--- src/rtl/uart_rx_byte_receiver.sv ---
// 8N1 UART receiver: synchronises the RX pin, samples each bit at its centre and
// presents good bytes in a one-entry hold register with a valid/ready handshake.
module uart_rx_byte_receiver #(
   parameter int unsigned CLKS_PER_BIT = 434,
   parameter int unsigned SYNC_STAGES  = 2
) (
   input  logic       i_Clk,
   input  logic       rst,
   input  logic       i_RX_Serial,
   output logic [7:0] o_RX_Byte,
   output logic       o_RX_Valid,
   input  logic       i_RX_Ready,
   output logic       o_Frame_Err,
   output logic       o_Overrun,
   output logic       o_Busy
);

   localparam int unsigned CntW = $clog2(CLKS_PER_BIT);
   localparam logic [CntW-1:0] CntMax  = CntW'(CLKS_PER_BIT - 1);
   localparam logic [CntW-1:0] CntHalf = CntW'((CLKS_PER_BIT - 1) / 2);

   typedef enum logic [2:0] {
      StWaitIdle,
      StIdle,
      StStart,
      StData,
      StStop
   } state_e;

   logic [SYNC_STAGES-1:0] sync_q;
   logic                   rx_s;

   state_e          state_q, state_d;
   logic [CntW-1:0] clk_cnt_q, clk_cnt_d;
   logic [2:0]      bit_idx_q, bit_idx_d;
   logic [7:0]      shift_q, shift_d;
   logic [7:0]      byte_q, byte_d;
   logic            valid_q, valid_d;
   logic            frame_err_q, frame_err_d;
   logic            overrun_q, overrun_d;
   logic            consume;

   assign rx_s    = sync_q[SYNC_STAGES-1];
   assign consume = valid_q & i_RX_Ready;

   always_ff @(posedge i_Clk or negedge rst) begin
      if (!rst) begin
         sync_q <= '1;
      end else begin
         sync_q <= {sync_q[SYNC_STAGES-2:0], i_RX_Serial};
      end
   end

   always_ff @(posedge i_Clk or negedge rst) begin
      if (!rst) begin
         state_q     <= StWaitIdle;
         clk_cnt_q   <= '0;
         bit_idx_q   <= '0;
         shift_q     <= '0;
         byte_q      <= '0;
         valid_q     <= 1'b0;
         frame_err_q <= 1'b0;
         overrun_q   <= 1'b0;
      end else begin
         state_q     <= state_d;
         clk_cnt_q   <= clk_cnt_d;
         bit_idx_q   <= bit_idx_d;
         shift_q     <= shift_d;
         byte_q      <= byte_d;
         valid_q     <= valid_d;
         frame_err_q <= frame_err_d;
         overrun_q   <= overrun_d;
      end
   end

   always_comb begin
      state_d     = state_q;
      clk_cnt_d   = clk_cnt_q;
      bit_idx_d   = bit_idx_q;
      shift_d     = shift_q;
      byte_d      = byte_q;
      valid_d     = valid_q & ~consume;
      frame_err_d = 1'b0;
      overrun_d   = 1'b0;

      unique case (state_q)
         // After reset or a framing error the line must be seen high before a new start bit.
         StWaitIdle: begin
            if (rx_s) state_d = StIdle;
         end
         StIdle: begin
            if (!rx_s) begin
               state_d   = StStart;
               clk_cnt_d = '0;
            end
         end
         StStart: begin
            if (clk_cnt_q == CntHalf) begin
               clk_cnt_d = '0;
               bit_idx_d = '0;
               state_d   = rx_s ? StIdle : StData;
            end else begin
               clk_cnt_d = clk_cnt_q + 1'b1;
            end
         end
         StData: begin
            if (clk_cnt_q == CntMax) begin
               clk_cnt_d          = '0;
               shift_d[bit_idx_q] = rx_s;
               if (bit_idx_q == 3'd7) begin
                  state_d = StStop;
               end else begin
                  bit_idx_d = bit_idx_q + 3'd1;
               end
            end else begin
               clk_cnt_d = clk_cnt_q + 1'b1;
            end
         end
         StStop: begin
            if (clk_cnt_q == CntMax) begin
               clk_cnt_d = '0;
               if (rx_s) begin
                  state_d = StIdle;
                  // A byte consumed this cycle frees the hold register for the new one.
                  if (!valid_q || consume) begin
                     byte_d  = shift_q;
                     valid_d = 1'b1;
                  end else begin
                     overrun_d = 1'b1;
                  end
               end else begin
                  frame_err_d = 1'b1;
                  state_d     = StWaitIdle;
               end
            end else begin
               clk_cnt_d = clk_cnt_q + 1'b1;
            end
         end
         default: state_d = StWaitIdle;
      endcase
   end

   assign o_RX_Byte   = byte_q;
   assign o_RX_Valid  = valid_q;
   assign o_Frame_Err = frame_err_q;
   assign o_Overrun   = overrun_q;
   assign o_Busy      = (state_q == StStart) || (state_q == StData) || (state_q == StStop);

endmodule

--- config.mk ---
export PLATFORM = sky130hd
export DESIGN_NAME = uart_rx_byte_receiver
export DESIGN_NICKNAME = d
export VERILOG_FILES = /design/src/rtl/uart_rx_byte_receiver.sv
export SDC_FILE = /design/constraint.sdc
export NUM_CORES = 1
export LEC_CHECK = 0
export ABC_AREA = 1
export CORE_MARGIN = 3
export CORE_UTILIZATION = 50
export DETAILED_ROUTE_END_ITERATION = 7
export DONT_BUFFER_PORTS = 1
export PLACE_DENSITY = 0.64
export SYNTH_ARGS = -nofsm -noshare
export SYNTH_HDL_FRONTEND = slang
export SYNTH_SLANG_ARGS = --single-unit
--- constraint.sdc ---
create_clock -name i_Clk -period 1.6 [get_ports i_Clk]
set_clock_uncertainty 0.2 [all_clocks]
set_input_delay 0.08 -clock i_Clk [delete_from_list [all_inputs] [get_ports i_Clk]]
set_output_delay 0.08 -clock i_Clk [all_outputs]
set_load 0.02 [all_outputs]
==> flow_summary.toml <==
[setup_path]
cp_top_family = "simple AND/OR/NAND/NOR gates"
crit_top_cell = "nand2_4"
path_buf_inv = 3
r2r_start = "clk_cnt_q[1]"
crit_chain = "inv_2 > ha_4 > nand2_4 > inv_2 > nand2_4 > nor2_8 > nand2_4 > nor2_2 > nand2_1 > o21ai_1 > inv_1"
crit_arrival_ps = 1710
critPathKind = "register to register"
reg2reg_depth = 11
cp-start-kind = "register"
required_ps = 1590
reg2reg_to = "shift_q[0]"
critPathMaxStageDelay_ps = 390
end_kind = "register"
cp_slowest_cell = "dfrtp_1"
regToRegSetupSlack_ps = -120
critPathMaxFanout = 7

[clock_tree]
clock_path_buffers = 2
clock-sinks = 36
root_buffer = "clkbuf_8"
clock_latency_ps = 290
clkTransAtPathRegs_ps = 80
cts_tree = "done"
numCtsBuffers = 5
htreeDepth = 2

[sta]
rsz0062_at_grt = "true"
slew_headroom = 0.836
fmax_mhz = 581
setup_slack_ps = -122
setup_viol = 25
hold_violations = 0
finalHoldWorstSlack_ps = 40.8
fin_crit_ps = 1720
final.setup.tns_ps = -1820
drv_slew = 0
worstMarginPinSlew_ps = 245
period_share = 1.08

[synthesis]
synthCells = 276
synthMuxAreaShare = 0
yosysUniqueCellTypes = 30
synthAdderAreaFrac = 0.0303
syn_area_um2 = 2060
synth_top_family_by_area = "simple AND/OR/NAND/NOR gates"
synth_fp_nets = 285
synth_compound_area_frac = 0.0430
yosysWarningCount = 0
ys_seq_elements = 36
synth_xor_area_frac = 0.00424
synthSimpleGateAreaFrac = 0.392
synth.avg_cell_area_um2 = 7.48
seq_area_frac_synth = 0.438

[place]
place_area_um2 = 2370
place_congestion = 0.913
hpwlAfterDp_um = 3370
dpl.cell_count = 351
portBuffers = 0

[flow_run]
maxCapViolCount = 0

[outcome]
violations = "negative setup slack"
status = "complete, but fails checks"

[route]
drtIter0Drc = 163
ant_nets = 0
wl_um = 4880
vias_per_cell = 5.07
first_pass_iters = 4
drc = 0
wl_per_cell_um = 13.1
via_count = 1890

[power]
peakVddDrop_mv = 1.21
power.density_nw_per_um2 = 1230
leakage_nw = 1.54

[worst_hold_path]
hold_class = "input pin to asynchronous set/reset pin"

[cells_and_area]
layout_common_cells = "nand2_1 (70), buf_4 (33), dfrtp_1 (31)"
fill_cells = 291
final_area_um2 = 2800
post-route-util = 0.733
layout_commonest_cell = "nand2_1"
stdcell_count = 373
n_antenna_cell = 0
final_nets = 333
syn2layout_area_growth_pct = 35.8
drive_gt1_frac = 0.372

[grt]
grt_max_degree = 37
grt_pass1_wl_um = 8300
antenna_found_initial = 0
grt-ovfl-total = 0
grt_pass1_vias = 1799
grtUsageTotal = 0.212

[floorplanning]
io_pins = 16
rows = 22
fp.dieW_um = 70.3
die_area_um2 = 4940
die_y_um = 70.3
core_um2 = 3830
start_util = 0.540
-- through the flow --
step | setup slack [ps] | total power (W)
2_1_floorplan | -6.23 | 0.00191
3_3_place_gp | -92.3 | 0.00231
3_5_place_dp | -111 | 0.00233
4_1_cts | -98.8 | 0.00316
5_1_grt | -226 | 0.00366
6_report | -122 | 0.00344
-- flip-flops by register name, summed over array words and instances, names as in the netlist --
| signal | count |
|---|---|
| o_Frame_Err | 1 |
| o_Overrun | 1 |
| state_q | 3 |
| clk_cnt_q | 9 |
| o_RX_Valid | 1 |
| shift_q | 8 |
| sync_q | 2 |
| o_RX_Byte | 8 |
| bit_idx_q | 3 |
-- area by class of cell --
cell class              count  area (µm²)  share of cell area
multi-input cells         194        1200               0.427
flip-flops and latches     36         907               0.324
repair buffers             44         377               0.134
inverters                  43         174              0.0620
clock buffers               5        68.8              0.0245
well taps                  48        60.1              0.0214
clock inverters             3        18.8             0.00669
-- power by group --
part / leakage (nW) / internal, W / switching, W
Combinational: 1.01 / 0.000733 / 0.000962
Clock: 0.0479 / 0.000304 / 0.000351
Sequential: 0.486 / 0.000998 / 0.0000964
-- cell usage after synthesis --
| library cell | n | share of area |
|---|---|---|
| nand2_2 | 5 | 0.015 |
| nor2_1 | 27 | 0.049 |
| nand2_4 | 1 | 0.0055 |
| inv_2 | 3 | 0.0055 |
| o21ai_0 | 11 | 0.027 |
| o211ai_1 | 2 | 0.0073 |
| nor2_2 | 2 | 0.0061 |
| xor2_1 | 1 | 0.0042 |
| nor3_4 | 1 | 0.0079 |
| nor3_1 | 2 | 0.0048 |
| dfstp_2 | 2 | 0.025 |
| nor2_4 | 3 | 0.016 |
| dfrtp_1 | 34 | 0.41 |
| clkinv_1 | 1 | 0.0018 |
| nor3b_1 | 1 | 0.0036 |
| o22ai_1 | 1 | 0.0030 |
| o21bai_1 | 1 | 0.0036 |
| inv_1 | 37 | 0.067 |
| nand4_1 | 10 | 0.030 |
| a21oi_1 | 1 | 0.0024 |
| nand4_4 | 1 | 0.010 |
| nor2_8 | 1 | 0.0097 |
| buf_2 | 2 | 0.0048 |
| clkinv_2 | 2 | 0.0048 |
| ha_1 | 5 | 0.030 |
| buf_6 | 1 | 0.0055 |
| buf_4 | 1 | 0.0036 |
| nand3b_1 | 3 | 0.011 |
| nand3_1 | 24 | 0.058 |
| nand2_1 | 90 | 0.16 |
-- logic make-up after synthesis --
group                    after synthesis
AND/OR/NAND/NOR                      171
buffers and inverters                 47
flip-flops                            36
AO/OA/AOI/OAI                         16
adder cells (fa/ha/maj)                5
XOR/XNOR                               1
-- how the worst max path moves through the flow --
stage                            start           end  slack [ps]  cells after the start
after floorplan           clk_cnt_q[1]    shift_q[0]          -6                     11
after global placement    clk_cnt_q[1]  o_RX_Byte[6]         -90                     10
after detailed placement  clk_cnt_q[1]  o_RX_Byte[3]        -110                     10
after CTS                 clk_cnt_q[1]    state_q[1]        -100                     11
after global routing      clk_cnt_q[1]    shift_q[4]        -230                     11
final                     clk_cnt_q[1]    shift_q[0]        -120                     11
-- repair_timing --
action	4_1_cts	5_1_grt
setup endpoints to repair	27	31
gates resized for setup	31	38
gates cloned	1	0
pin swaps	9	17
buffers inserted	4	6
hold endpoints to repair	39	0
hold buffers	4	0
-- per-layer routing --
metal	GRT usage	part of all wire
met2	0.322	0.44
met5	0	0
met4	0.0596	0.019
met1	0.300	0.50
met3	0.0489	0.038
Note: power is estimated with default switching activity, not from simulation.
